===== src/rtl/fifo_pkg.sv =====
// -----------------------------------------------------------------------------
// fifo_pkg
//   Shared helpers for the FIFO family.
//   clog2_depth : width needed to hold an occupancy value 0..depth.
//   next_ptr    : wrapping pointer advance for arbitrary (non power-of-2) depth.
// -----------------------------------------------------------------------------
package fifo_pkg;

    // Occupancy ranges over 0..depth inclusive, hence depth+1 values.
    function automatic int clog2_depth(input int depth);
        return $clog2(depth + 1);
    endfunction

    // Explicit compare-and-wrap; a mask would only be correct for powers of 2.
    function automatic int unsigned next_ptr(input int unsigned ptr,
                                             input int unsigned depth);
        return (ptr == depth - 1) ? 32'd0 : ptr + 32'd1;
    endfunction

endpackage


===== src/rtl/fifo_ptr.sv =====
// -----------------------------------------------------------------------------
// fifo_ptr
//   Wrapping pointer counter, 0..DEPTH-1, used for both FIFO read and write
//   pointers.
//   clk_i  : clock, rising edge
//   rst_ni : synchronous active-low reset, clears ptr to 0
//   inc    : advance the pointer by one (wrapping) this cycle
//   ptr    : current pointer value
// -----------------------------------------------------------------------------
module fifo_ptr
    import fifo_pkg::*;
#(
    parameter int DEPTH = 16
) (
    input  logic                       clk_i,
    input  logic                       rst_ni,
    input  logic                       inc,
    output logic [$clog2(DEPTH)-1:0]   ptr
);

    localparam int PW = $clog2(DEPTH);

    always_ff @(posedge clk_i) begin
        if (!rst_ni) begin
            ptr <= '0;
        end else if (inc) begin
            ptr <= PW'(next_ptr(32'(ptr), DEPTH));
        end
    end

endmodule


===== src/rtl/sync_fifo.sv =====
// -----------------------------------------------------------------------------
// sync_fifo
//   Single-clock first-word-fall-through FIFO with arbitrary depth, full
//   DEPTH-entry capacity, occupancy count and almost-full/almost-empty flags.
//   Optional sticky error flags are built when SYNC_FIFO_ERR_EN is defined;
//   otherwise overflow/underflow are constant 0.
//
//   clk_i        : clock, rising edge
//   rst_ni       : synchronous active-low reset (pointers, count, error flags)
//   push / in    : write request and data
//   pop          : read request, discards head entry
//   out          : head entry, 0 when empty
//   count        : occupancy 0..DEPTH
//   full, empty, almost_full, almost_empty : decoded from count
//   overflow     : sticky, push that was not accepted
//   underflow    : sticky, pop while empty
// -----------------------------------------------------------------------------
module sync_fifo
    import fifo_pkg::*;
#(
    parameter int DEPTH     = 16,
    parameter int DWIDTH    = 32,
    parameter int AFULL_TH  = DEPTH - 2,
    parameter int AEMPTY_TH = 2,
    parameter int CWIDTH    = clog2_depth(DEPTH)
) (
    input  logic              clk_i,
    input  logic              rst_ni,
    input  logic              push,
    input  logic              pop,
    input  logic [DWIDTH-1:0] in,
    output logic [DWIDTH-1:0] out,
    output logic [CWIDTH-1:0] count,
    output logic              full,
    output logic              empty,
    output logic              almost_full,
    output logic              almost_empty,
    output logic              overflow,
    output logic              underflow
);

    localparam int PW = $clog2(DEPTH);

    logic [DWIDTH-1:0] mem [DEPTH];
    logic [PW-1:0]     rptr;
    logic [PW-1:0]     wptr;
    logic              push_acc;
    logic              pop_acc;

    // Status is a pure decode of the count register so every flag moves on
    // the same edge as the push/pop that caused it.
    assign full         = (int'(count) == DEPTH);
    assign empty        = (count == '0);
    assign almost_full  = (int'(count) >= AFULL_TH);
    assign almost_empty = (int'(count) <= AEMPTY_TH);

    // A pop frees the slot the same cycle, so a full FIFO still takes a push
    // alongside an accepted pop. An empty FIFO never accepts a pop, even when
    // a push arrives together with it.
    assign pop_acc  = pop && !empty;
    assign push_acc = push && (!full || pop_acc);

    fifo_ptr #(.DEPTH(DEPTH)) u_rptr (
        .clk_i  (clk_i),
        .rst_ni (rst_ni),
        .inc    (pop_acc),
        .ptr    (rptr)
    );

    fifo_ptr #(.DEPTH(DEPTH)) u_wptr (
        .clk_i  (clk_i),
        .rst_ni (rst_ni),
        .inc    (push_acc),
        .ptr    (wptr)
    );

    // Storage carries no reset; stale contents are hidden by the empty mux.
    always_ff @(posedge clk_i) begin
        if (rst_ni && push_acc) begin
            mem[wptr] <= in;
        end
    end

    always_ff @(posedge clk_i) begin
        if (!rst_ni) begin
            count <= '0;
        end else begin
            case ({push_acc, pop_acc})
                2'b10:   count <= count + CWIDTH'(1);
                2'b01:   count <= count - CWIDTH'(1);
                default: count <= count;
            endcase
        end
    end

    assign out = empty ? '0 : mem[rptr];

`ifdef SYNC_FIFO_ERR_EN
    always_ff @(posedge clk_i) begin
        if (!rst_ni) begin
            overflow  <= 1'b0;
            underflow <= 1'b0;
        end else begin
            if (push && !push_acc) overflow  <= 1'b1;
            if (pop && empty)      underflow <= 1'b1;
        end
    end
`else
    assign overflow  = 1'b0;
    assign underflow = 1'b0;
`endif

endmodule


===== config.mk =====
export PLATFORM = sky130hd
export DESIGN_NAME = sync_fifo
export DESIGN_NICKNAME = d
export VERILOG_FILES = /design/src/rtl/fifo_pkg.sv /design/src/rtl/fifo_ptr.sv /design/src/rtl/sync_fifo.sv
export SDC_FILE = /design/constraint.sdc
export NUM_CORES = 1
export LEC_CHECK = 0
export BUFFER_PORTS_ARGS = -buffer_cell sky130_fd_sc_hd__buf_2
export CAP_MARGIN = 20
export CORE_MARGIN = 2
export CORE_UTILIZATION = 30
export DETAILED_ROUTE_END_ITERATION = 8
export PLACE_DENSITY = 0.5
export SLEW_MARGIN = 5
export SYNTH_ARGS = -nofsm -noshare
export SYNTH_HDL_FRONTEND = slang
export SYNTH_HIERARCHICAL = 1
export SYNTH_SLANG_ARGS = --single-unit

===== constraint.sdc =====
create_clock -name clk_i -period 11.35 [get_ports clk_i]
set_input_delay 0.5675 -clock clk_i [delete_from_list [all_inputs] [get_ports clk_i]]
set_output_delay 0.5675 -clock clk_i [all_outputs]
set_load 0.01 [all_outputs]

==> key figures, run 1 <==
Clock network
  • CTS sink cnt: 525
  • Clk root buf: clkbuf_16
  • Hold buffers post-CTS: 0
  • Total CTS buffers: 55
  • H-Tree Depth: 2
  • Worst-Skew Late Latency: 0.61 ns
  • CTS tree: built
  • Clk buf depth: 3
  • Setup Buffers After CTS: 0
  • Post-cts sizing count: 0
  • Clock Pin Slew Worst Setup and Hold Paths: 0.06 ns

Critical path
  • Reg2reg start: count[3]$_SDFFE_PN0P_
  • Peak fanout along the critical path: 42
  • Flop-to-flop setup slack: 7.33 ns
  • Setup crit start: count[0]$_SDFFE_PN0P_
  • Critical path class: reg -> out
  • Element type at the critical path end: output pin
  • Worst r2r dst: mem[0][10]$_DFFE_PP_
  • Crit path DAT: 3.77 ns
  • Critical path capture point: out[15]
  • Worst Path Required: 10.78 ns
  • Startpoint type of the worst setup path: register
  • FF-to-FF path depth: 6

Detailed routing
  • Drt via density: 4.99
  • # DRC: 0
  • WL final: 49600 um
  • DR vias: 9855
  • Starting DRT DRC Count: 796
  • Post-route antenna net violation count: 0
  • TritonRoute pass-1 iters: 5
  • Wire per inst: 25.1 um

Cells and area
  • Nets: 1096
  • Synth-to-Final Area Change: 15.6%
  • ANT cells: 0
  • Most frequent cells in the layout: 512 x edfxtp_1, 128 x mux4_2, 96 x o211ai_1
  • Share of layout cells above drive strength 1: 0.306
  • Most common cell after layout, fill and taps aside: edfxtp_1

STA
  • Hold_ws: 0.334 ns
  • Final Hold Fails: 0
  • Total negative slack: 0 ns
  • Worst slew margin: 0.294
  • Crit share post-route: 0.382
  • Worst Max-Slew Pin Slew: 1.06 ns
  • Setup slack after layout: 7.02 ns
  • RSZ-0062 raised after global routing: no
  • Clock skew: 0.0221 ns
  • Fin. max-slew vios: 0
  • Final min period: 4.33 ns
  • Max Clk Rate: 231 MHz
  • Final setup viols: 0

GRT
  • Largest net degree at the start of global routing: 133
  • Tot GR Track Use: 0.141
  • Initial antenna violation count: 2
  • First-pass GRT wire length: 72700 um
  • Number of global-route vias before repair: 10500
  • Gr ovfl total: 0

Synthesis
  • Post-synthesis mux area share: 0.158
  • Post-synthesis adder-cell area fraction: 0.00400
  • EDFF count, synth: 512
  • Average size of a mapped cell: 21.6 um^2
  • Ys async rst share: 0
  • Syn. warnings: 6
  • Mapped Cells: 959
  • Synth Flop Type: edfxtp_1
  • Synth Register Bits: 525
  • Main combinational cell family by area after synthesis: multiplexers
  • Synth Cell Area: 0.0207 mm^2
  • XOR/XNOR share of the synthesized area: 0.000848
  • Synth Area in Simple Gates: 0.0190
  • Synth cell types: 49
  • Post-synthesis sequential area ratio: 0.757
  • Compound-Gate Fraction of Synth Area: 0.0429

Floorplan
  • Initial cell density of the core: 0.302
  • Core Area: 0.0683 mm^2
  • Die area: 0.0710 mm^2
  • Row Count: 96
  • Die width: 266 um
  • Die height: 266 um
  • Io pins: 79

Place
  • Final HPWL DP: 27000 um
  • GP Congestion: 0.703
  • Port Buffers: 76
  • Setup WS pre-CTS: 7.33 ns

Outcome
  • Status: finished, final reports clean

Power
  • Cell Pwr Density: 212 mW/mm^2
  • Max IR drop VDD: 0.159 mV
  • Leak: 7.20 nW

Hold path
  • Min-Delay Path Class: in -> reg

Flow run
  • Max-cap viol count: 0
## flip-flops by register name, indices dropped and copies added (netlist names)
| register | flops |
|---|---|
| count | 5 |
| u_rptr/ptr | 4 |
| mem | 512 |
| u_wptr/ptr | 4 |
## routing by layer
| metal | track usage | wire [um] | vias to the layer above |
|---|---|---|---|
| li1 | - | - | 4266 |
| met1 | 0.186 | 21600 | 5303 |
| met2 | 0.238 | 24800 | 221 |
| met3 | 0.0260 | 2220 | 61 |
| met4 | 0.0369 | 892 | 4 |
| met5 | 0 | 26 | - |
## cell type report
class	instances	area, um^2
well taps	882	1100
clock buffers	69	1470
multi-input cells	364	4780
fillers	6297	44500
repair buffers	102	588
flip-flops and latches	525	15700
clock inverters	28	268
inverters	6	22.5
## synthesized netlist by cell type (all sizes together) (2+ instances only)
| library cell | number | area share |
|---|---|---|
| clkbuf | 20 | 0.0042 |
| and2 | 3 | 0.00091 |
| a21oi | 3 | 0.00073 |
| nand3 | 8 | 0.0019 |
| dfxtp | 13 | 0.013 |
| mux4 | 128 | 0.14 |
| nand4b | 2 | 0.00085 |
| or2b | 2 | 0.00073 |
| nor3 | 4 | 0.00097 |
| nand2b | 7 | 0.0021 |
| a41o | 2 | 0.00097 |
| nand2 | 12 | 0.0024 |
| o211a | 2 | 0.00097 |
| nor2b | 5 | 0.0015 |
| nor2 | 18 | 0.0036 |
| ha | 5 | 0.0030 |
| nand4 | 2 | 0.00061 |
| mux2i | 39 | 0.019 |
| edfxtp | 512 | 0.74 |
| xnor2 | 2 | 0.00085 |
| a21boi | 2 | 0.00073 |
| nand3b | 2 | 0.00073 |
| buf | 45 | 0.013 |
| o211ai | 96 | 0.035 |
| inv | 6 | 0.0011 |
| o21ai | 4 | 0.0015 |
| nor4 | 2 | 0.00061 |
## cell families (layout without fill, tap and decap cells)
group / after synthesis / in the layout
AOI/OAI and AO/OA: 115 / 115
xor gates and xnor gates: 2 / 2
adders and majority gates: 6 / 6
buffers and inverters: 71 / 205
DFF: 525 / 525
muxes: 167 / 167
other: 1 / 2
and+or+nand+nor: 72 / 72
## power breakdown
group | internal [mW] | switching (mW)
registers | 2.16 | 0.0469
logic | 0.425 | 0.691
clock network | 1.01 | 0.731
total | 3.59 | 1.47
## worst min path at each step
stage,depth (start not counted),end,slack (ns),from
after floorplan,2,u_rptr/ptr[0]$_SDFFE_PN0P_,0.51,u_rptr/ptr[0]$_SDFFE_PN0P_
final,1,mem[7][21]$_DFFE_PP_,0.33,in[21]
after global routing,1,mem[13][21]$_DFFE_PP_,0.34,in[21]
after detailed placement,2,count[0]$_SDFFE_PN0P_,0.55,count[0]$_SDFFE_PN0P_
after global placement,2,count[2]$_SDFFE_PN0P_,0.54,count[2]$_SDFFE_PN0P_
after CTS,1,mem[9][22]$_DFFE_PP_,0.30,in[22]
## worst max-delay path, cell delays in order, from the launching register on
cell and delay [ns]:
dfxtp_1 0.37, or4_4 0.76, buf_4 0.41, nor2_4 0.16, or2_2 0.83, o211ai_1 0.35
buf_2 0.23
## metrics by stage
step | total power, mW | std cells | cell area (um^2) | utilization
global placement | 3.38 | 1879 | 22100 | 0.324
floorplan | 3.01 | 960 | 20700 | -
finish | 5.06 | 1976 | 23900 | 0.349
detailed placement | 3.39 | 1879 | 22100 | 0.324
global route | 5.26 | 1976 | 23900 | 0.349
CTS | 5.13 | 1976 | 23900 | 0.349
Power figures use the tool's default switching activity.
==> run 2: changes to the inputs <==
--- a/config.mk
+++ b/config.mk
@@ -5,12 +5,13 @@
 export SDC_FILE = /design/constraint.sdc
 export NUM_CORES = 1
 export LEC_CHECK = 0
+export ABC_AREA = 1
 export BUFFER_PORTS_ARGS = -buffer_cell sky130_fd_sc_hd__buf_2
 export CAP_MARGIN = 20
 export CORE_MARGIN = 2
 export CORE_UTILIZATION = 30
 export DETAILED_ROUTE_END_ITERATION = 8
-export PLACE_DENSITY = 0.5
+export PLACE_DENSITY = 0.51
 export SLEW_MARGIN = 5
 export SYNTH_ARGS = -nofsm -noshare
 export SYNTH_HDL_FRONTEND = slang
==> constraint.sdc (replaced) <==
create_clock -name clk_i -period 3.7 [get_ports clk_i]
set_input_delay 0.185 -clock clk_i [delete_from_list [all_inputs] [get_ports clk_i]]
set_output_delay 0.185 -clock clk_i [all_outputs]
set_load 0.01 [all_outputs]
==> run 2 against run 1 <==
Via count rose by 39%. Routed wire length rose by 13%. First-iteration DRC count rose by 27%. Sequential power rose to 3.0 times the previous value. Utilization rose by 0.64 points. Register-to-register slack got worse by 6.4 ns. Global-route usage rose by 1.1 points. Combinational power rose to 2.8 times the previous value. Total power rose to 3.0 times the previous value. Critical path depth rose by 2. Highest routed layer unchanged.
==> key figures, run 2 <==
Hold path
  • Min-Delay Path Class: in -> reg

Detailed routing
  • DR vias: 13700 (+39%)
  • Wire per inst: 19.5 um (-22%)
  • Starting DRT DRC Count: 1014 (+27%)
  • # DRC: 0 (unchanged)
  • Post-route antenna net violation count: 0 (unchanged)
  • Drt via density: 4.78 (-4.1%)
  • WL final: 56000 um (+13%)
  • TritonRoute pass-1 iters: 5 (unchanged)

Synthesis
  • Average size of a mapped cell: 11.9 um^2 (-45%)
  • Share of the synthesized area in the top cell type: 0.721 (-0.0225)
  • Syn. warnings: 6 (unchanged)
  • Synth Register Bits: 525 (unchanged)
  • Ys async rst share: 0 (unchanged)
  • Largest area contributor in the netlist: edfxtp_1
  • EDFF count, synth: 512 (unchanged)
  • Synth Flop Type: edfxtp_1
  • Top cells by count, synth: 573 x nand2_1, 512 x edfxtp_1, 268 x nand3_1
  • Cell with the most instances after synthesis: nand2_1
  • Post-synthesis sequential area ratio: 0.734 (-0.0229)
  • Synth cell types: 27 (-45%)
  • Synth top area cells: edfxtp_1 72%, nand2_1 10%, nand3_1 6.3%
  • Synth Cell Area: 0.0213 mm^2 (+3.1%)
  • Mapped Cells: 1793 (+87%)

Cells and area
  • Synth-to-Final Area Change: 17.1%
  • Non-filler cells, final: 2874 (+45%)
  • Most common cell after layout, fill and taps aside: nand2_1
  • Share of layout cells above drive strength 1: 0.118 (-0.188)
  • Largest regs: mem (512), count (5)
  • Area of the multi-input gates: 0.00511 mm^2 (+6.9%)
  • Most frequent cells in the layout: 573 x nand2_1, 512 x edfxtp_1, 268 x nand3_1
  • ANT cells: 0 (unchanged)
  • Largest register FFs: 512 (unchanged)
  • Final design utilization: 0.356 (+0.00635)
  • Nets: 1931 (+76%)
  • FILL cells: 6959 (+11%)
  • Reg with most FFs: mem
  • Reg area: 0.0156 mm^2 (about the same)

GRT
  • Initial antenna violation count: 1 (-1)
  • First-pass GRT wire length: 85300 um (+17%)
  • Gr ovfl total: 0 (unchanged)
  • Tot GR Track Use: 0.151 (+0.0105)
  • Largest net degree at the start of global routing: 164 (+23%)
  • Number of global-route vias before repair: 13700 (+30%)

STA
  • Worst Max-Slew Pin Slew: 0.858 ns (-0.200 ns)
  • Final Hold Fails: 0 (unchanged)
  • Crit share post-route: 0.870
  • Clock skew: 0.0166 ns (-0.00555 ns)
  • Final min period: 3.22 ns
  • Final setup viols: 0 (unchanged)
  • Total negative slack: 0 ns (unchanged)
  • Worst slew margin: 0.428 (+0.133)
  • Fin. max-slew vios: 0 (unchanged)
  • Max Clk Rate: 311 MHz
  • RSZ-0062 raised after global routing: no
  • Hold_ws: 0.0340 ns (-0.300 ns)

Floorplan
  • Die height: 271 um (+1.5%)
  • Initial cell density of the core: 0.304 (+0.00143)
  • Die area: 0.0732 mm^2 (+3.1%)
  • Die width: 271 um (+1.5%)
  • Io pins: 79 (unchanged)
  • Core Area: 0.0701 mm^2 (+2.6%)
  • Row Count: 97 (+1.0%)

Critical path
  • Max incr delay on CP: 0.68 ns (-0.15 ns)
  • Critical path class: reg -> out
  • Startpoint type of the worst setup path: register
  • Peak fanout along the critical path: 47 (+12%)
  • Element type at the critical path end: output pin
  • Crit path DAT: 3.03 ns (-0.74 ns)
  • Worst Path Buf+Inv: 2 (unchanged)
  • Crit path cell chain: buf_4 -> nand2_1 -> nand3_1 -> nand2_1 -> a21oi_1 -> o31ai_1 -> a21oi_1 -> buf_2
  • Crit-path leading delay family: buffers and inverters
  • Worst path slowest cell: dfxtp_4
  • Worst Path Required: 3.51 ns (-7.27 ns)

Flow run
  • Max-cap viol count: 0 (unchanged)

Clock network
  • Total CTS buffers: 55 (unchanged)
  • Clock Pin Slew Worst Setup and Hold Paths: 0.06 ns (about the same)
  • Hold buffers post-CTS: 31 (+31)
  • Setup Buffers After CTS: 0 (unchanged)
  • H-Tree Depth: 2 (unchanged)
  • CTS sink cnt: 525 (unchanged)
  • Worst-Skew Late Latency: 0.60 ns (about the same)
  • Clk buf depth: 3 (unchanged)
  • CTS tree: built
  • Post-cts sizing count: 0 (unchanged)
  • Clk root buf: clkbuf_16

Place
  • GP Congestion: 0.765 (+8.7%)
  • Dpl cells: 2741 (+46%)
  • Final HPWL DP: 30600 um (+13%)
  • Port Buffers: 76 (unchanged)

Power
  • Leak: 8.87 nW (+23%)
  • Cell Pwr Density: 610 mW/mm^2 (+190%)
  • Max IR drop VDD: 0.339 mV (+110%)
  • Total chip power: 15.2 mW (+200%)

Outcome
  • Status: finished, final reports clean
## run 2: cell count changes in the layout (fill, tap and decap cells not counted), moves of 8 or more
cell           change
nand2_1          +563
nand3_1          +260
mux4_2           -128
a21oi_1          +105
o211ai_1          -96
nor2_1            +73
mux2i_1           -39
o21ai_0           +36
o31ai_1           +32
dlygate4sd3_1     +31
inv_1             +15
buf_12            +13
clkinv_2          +12
clkbuf_1           -8
## run 2: cells by family after synthesis
group | count (synthesis) | share of synthesized area
AOI/OAI and AO/OA | 180 | 0.0462
xor gates and xnor gates | 2 | 0.000822
adders and majority gates | 6 | 0.00387
buffers and inverters | 136 | 0.0325
DFF | 525 | 0.734
other | 1 | 0.000176
and+or+nand+nor | 943 | 0.183
## run 2: path summary, 6_finish.rpt
kind	to	slack, ns	depth (start not counted)	start
setup / recovery	out[13]	0.48	8	u_rptr/ptr[0]$_SDFFE_PN0P_
hold / removal	mem[10][7]$_DFFE_PP_	0.03	1	in[7]
setup reg to reg	mem[15][8]$_DFFE_PP_	0.97	7	count[0]$_SDFFE_PN0P_
hold reg to reg	count[0]$_SDFFE_PN0P_	0.55	1	count[0]$_SDFFE_PN0P_
## run 2: routing by layer
metal	GRT usage	part of all wire	vias up
li1	-	-	6521
met4	0.0385	0.020	2
met1	0.214	0.47	6853
met5	0	0.00029	-
met2	0.242	0.47	293
met3	0.0241	0.045	76
## run 2: power breakdown
| group | internal (mW) | switching (mW) |
|---|---|---|
| Combinational | 0.926 | 2.24 |
| Sequential | 6.60 | 0.0872 |
| Clock | 3.08 | 2.29 |
| Total | 10.6 | 4.63 |
## run 2: final cells by class
cell class | count | area share
sequential | 525 | 0.627
clock buffer | 60 | 0.0576
inverter | 27 | 0.00451
clock inverter | 42 | 0.0125
multi-input combinational | 1133 | 0.205
timing repair buffer | 147 | 0.0467
tap | 940 | 0.0471
## run 2: per-stage QoR
step	setup WS, ns	instance area (um^2)
after floorplan	0.841	21300
after global placement	1.02	22900
after detailed placement	0.984	22900
after CTS	0.469	25000
after global routing	0.284	25000
final	0.481	25000
==> run 3: changes to the inputs <==
--- a/config.mk
+++ b/config.mk
@@ -5,11 +5,12 @@
 export SDC_FILE = /design/constraint.sdc
 export NUM_CORES = 1
 export LEC_CHECK = 0
-export ABC_AREA = 1
+export ABC_AREA = 0
 export BUFFER_PORTS_ARGS = -buffer_cell sky130_fd_sc_hd__buf_2
 export CAP_MARGIN = 20
 export CORE_MARGIN = 2
 export CORE_UTILIZATION = 30
+export CTS_BUF_LIST = sky130_fd_sc_hd__clkbuf_16
 export DETAILED_ROUTE_END_ITERATION = 8
 export PLACE_DENSITY = 0.51
 export SLEW_MARGIN = 5
==> run 3 against run 2 <==
Clock power fell by 4.8%. Highest routed layer is now met4. Clock skew rose by 0.0043 ns. Design area fell by 2.4%. Non-clock buffer count did not move. Via count fell by 27%. Sequential share of layout area rose by 1.6 points. Critical path depth fell by 2. Sequential power rose by 1%. Fmax fell by 7.2%.
==> key figures, run 3 (synthesized netlist as in run 1, its figures left out) <==
Outcome
  • Status: finished, final reports clean

Hold path
  • Min-Delay Path Class: in -> reg

GRT
  • First-pass GRT wire length: 71900 um (-16%)
  • Number of global-route vias before repair: 10500 (-23%)
  • Gr ovfl total: 0 (unchanged)
  • Tot GR Track Use: 0.138 (-0.0128)
  • Initial antenna violation count: 0 (-1)
  • Largest net degree at the start of global routing: 52 (-68%)

Critical path
  • Peak fanout along the critical path: 51 (+8.5%)
  • Startpoint type of the worst setup path: register
  • Crit path cell chain: buf_4 -> nor2_4 -> or2_2 -> buf_4 -> o211ai_1 -> buf_2
  • Max incr delay on CP: 0.63 ns (-0.05 ns)
  • Crit path DAT: 3.28 ns (+0.25 ns)
  • Element type at the critical path end: output pin
  • Crit path top cell by count: buf_4
  • Worst Path Required: 3.51 ns (about the same)
  • Critical path class: reg -> out
  • Worst path slowest cell: buf_4

STA
  • Worst Max-Slew Pin Slew: 0.964 ns (+0.106 ns)
  • Fin. max-slew vios: 0 (unchanged)
  • Clock skew: 0.0209 ns (+0.00435 ns)
  • Max Clk Rate: 288 MHz (-7.2%)
  • Worst slew margin: 0.356 (-0.0719)
  • Final min period: 3.47 ns (+0.248 ns)
  • Final setup viols: 0 (unchanged)
  • Setup slack after layout: 0.233 ns (-0.248 ns)
  • Final Hold Fails: 0 (unchanged)
  • Crit share post-route: 0.937 (+0.0671)
  • Total negative slack: 0 ns (unchanged)
  • RSZ-0062 raised after global routing: no

Power
  • Cell Pwr Density: 631 mW/mm^2 (+3.4%)
  • Pint: 10.9 mW (+2.8%)
  • Leak: 7.41 nW (-16%)
  • Psw: 4.47 mW (-3.4%)
  • Comb pwr share: 0.226 (+0.018)
  • Max IR drop VDD: 0.421 mV (+24%)
  • Switch share: 0.291 (-0.0129)
  • Seq pwr share: 0.442 (+0.003)
  • Clock power frac: 0.332 (-0.021)

Clock network
  • Total CTS buffers: 52 (-5.5%)
  • Clock Pin Slew Worst Setup and Hold Paths: 0.06 ns (about the same)
  • Worst-Skew Late Latency: 0.61 ns (about the same)
  • CTS sink cnt: 525 (unchanged)
  • CTS tree: built
  • Post-cts sizing count: 0 (unchanged)
  • Clk root buf: clkbuf_16
  • Clk buf depth: 3 (unchanged)
  • H-Tree Depth: 2 (unchanged)

Detailed routing
  • Drt via density: 4.99 (+4.3%)
  • # DRC: 0 (unchanged)
  • Starting DRT DRC Count: 706 (-30%)
  • WL final: 48600 um (-13%)
  • Post-route antenna net violation count: 0 (unchanged)
  • DR vias: 10100 (-27%)
  • Wire per inst: 24.1 um (+24%)
  • TritonRoute pass-1 iters: 5 (unchanged)

Floorplan
  • Initial cell density of the core: 0.302 (-0.00143)
  • Io pins: 79 (unchanged)
  • Core Area: 0.0683 mm^2 (-2.6%)
  • Die height: 266 um (-1.5%)
  • Row Count: 96 (-1.0%)
  • Die width: 266 um (-1.5%)
  • Die area: 0.0710 mm^2 (-3.0%)

Cells and area
  • Largest regs: mem (512), count (5)
  • Nets: 1138 (-41%)
  • Synth-to-Final Area Change: 17.9%
  • Non-filler cells, final: 2016 (-30%)
  • Largest register FFs: 512 (unchanged)
  • Most frequent cells in the layout: 512 x edfxtp_1, 128 x mux4_2, 96 x o211ai_1
  • Most common cell after layout, fill and taps aside: edfxtp_1
  • FILL cells: 6241 (-10%)
  • ANT cells: 0 (unchanged)
  • Reg with most FFs: mem
  • Share of layout cells above drive strength 1: 0.307 (+0.188)

Place
  • Setup WS pre-CTS: 0.713 ns (-0.271 ns)
  • Port Buffers: 76 (unchanged)
  • Final HPWL DP: 28100 um (-8.0%)
  • Dpl cells: 1892 (-31%)
  • GP Congestion: 0.721 (-5.8%)

Flow run
  • Max-cap viol count: 0 (unchanged)
==> run 3: worst paths after layout <==
path                           endpoint  cells after the start                  start  slack [ns]
max reg2reg        mem[2][25]$_DFFE_PP_                      5  count[1]$_SDFFE_PN0P_        0.74
min reg2reg       count[3]$_SDFFE_PN0P_                      2  count[3]$_SDFFE_PN0P_        0.55
min          u_rptr/ptr[3]$_SDFFE_PN0P_                      2                 rst_ni        0.05
max                             out[19]                      6  count[4]$_SDFFE_PN0P_        0.23
==> run 3: repair_timing <==
action | 4_1_cts | 5_1_grt
endpoints found under the hold margin | 512 | 0
hold buffers | 32 | 0
buffers inserted | 0 | 0
==> run 3: area by class of cell <==
| type | count | area, um^2 | share of cell area |
|---|---|---|---|
| well taps | 882 | 1100 | 0.0453 |
| clock inverters | 40 | 345 | 0.0142 |
| multi-input cells | 364 | 4800 | 0.197 |
| repair buffers | 147 | 1130 | 0.0464 |
| inverters | 6 | 22.5 | 0.000925 |
| flip-flops and latches | 525 | 15700 | 0.642 |
| clock buffers | 52 | 1300 | 0.0534 |
==> run 3: critical path: cells and delay by family, from the launching register on <==
| kind | cells | cell delay (ns) |
|---|---|---|
| and+or+nand+nor | 2 | 0.60 |
| AOI/OAI and AO/OA | 1 | 0.36 |
| buffers and inverters | 3 | 1.16 |
| DFF | 1 | 0.53 |
==> run 3: routing by layer <==
metal  GRT usage  part of all wire
met2       0.226              0.49
met5           0                 0
met3      0.0242             0.042
met1       0.191              0.45
met4      0.0361             0.020
==> run 3: power by group through the flow <==
stage / combinational (mW) / clock [mW] / sequential [mW]
detailed placement: 3.53 / 0 / 6.92
CTS: 3.57 / 5.25 / 6.79
global route: 3.75 / 5.48 / 6.81
global placement: 3.52 / 0 / 6.91
floorplan: 2.43 / 0 / 6.81
finish: 3.47 / 5.11 / 6.79
==> run 3: metrics by stage <==
stage          cell area, um^2   util  hold slack, ns  power, mW
3_3_place_gp             22400  0.328           0.531       10.4
6_report                 24400  0.356          0.0483       15.4
4_1_cts                  24400  0.356          0.0168       15.6
5_1_grt                  24400  0.356          0.0417       16.0
2_1_floorplan            20700      -           0.284       9.23
3_5_place_dp             22400  0.328           0.542       10.5
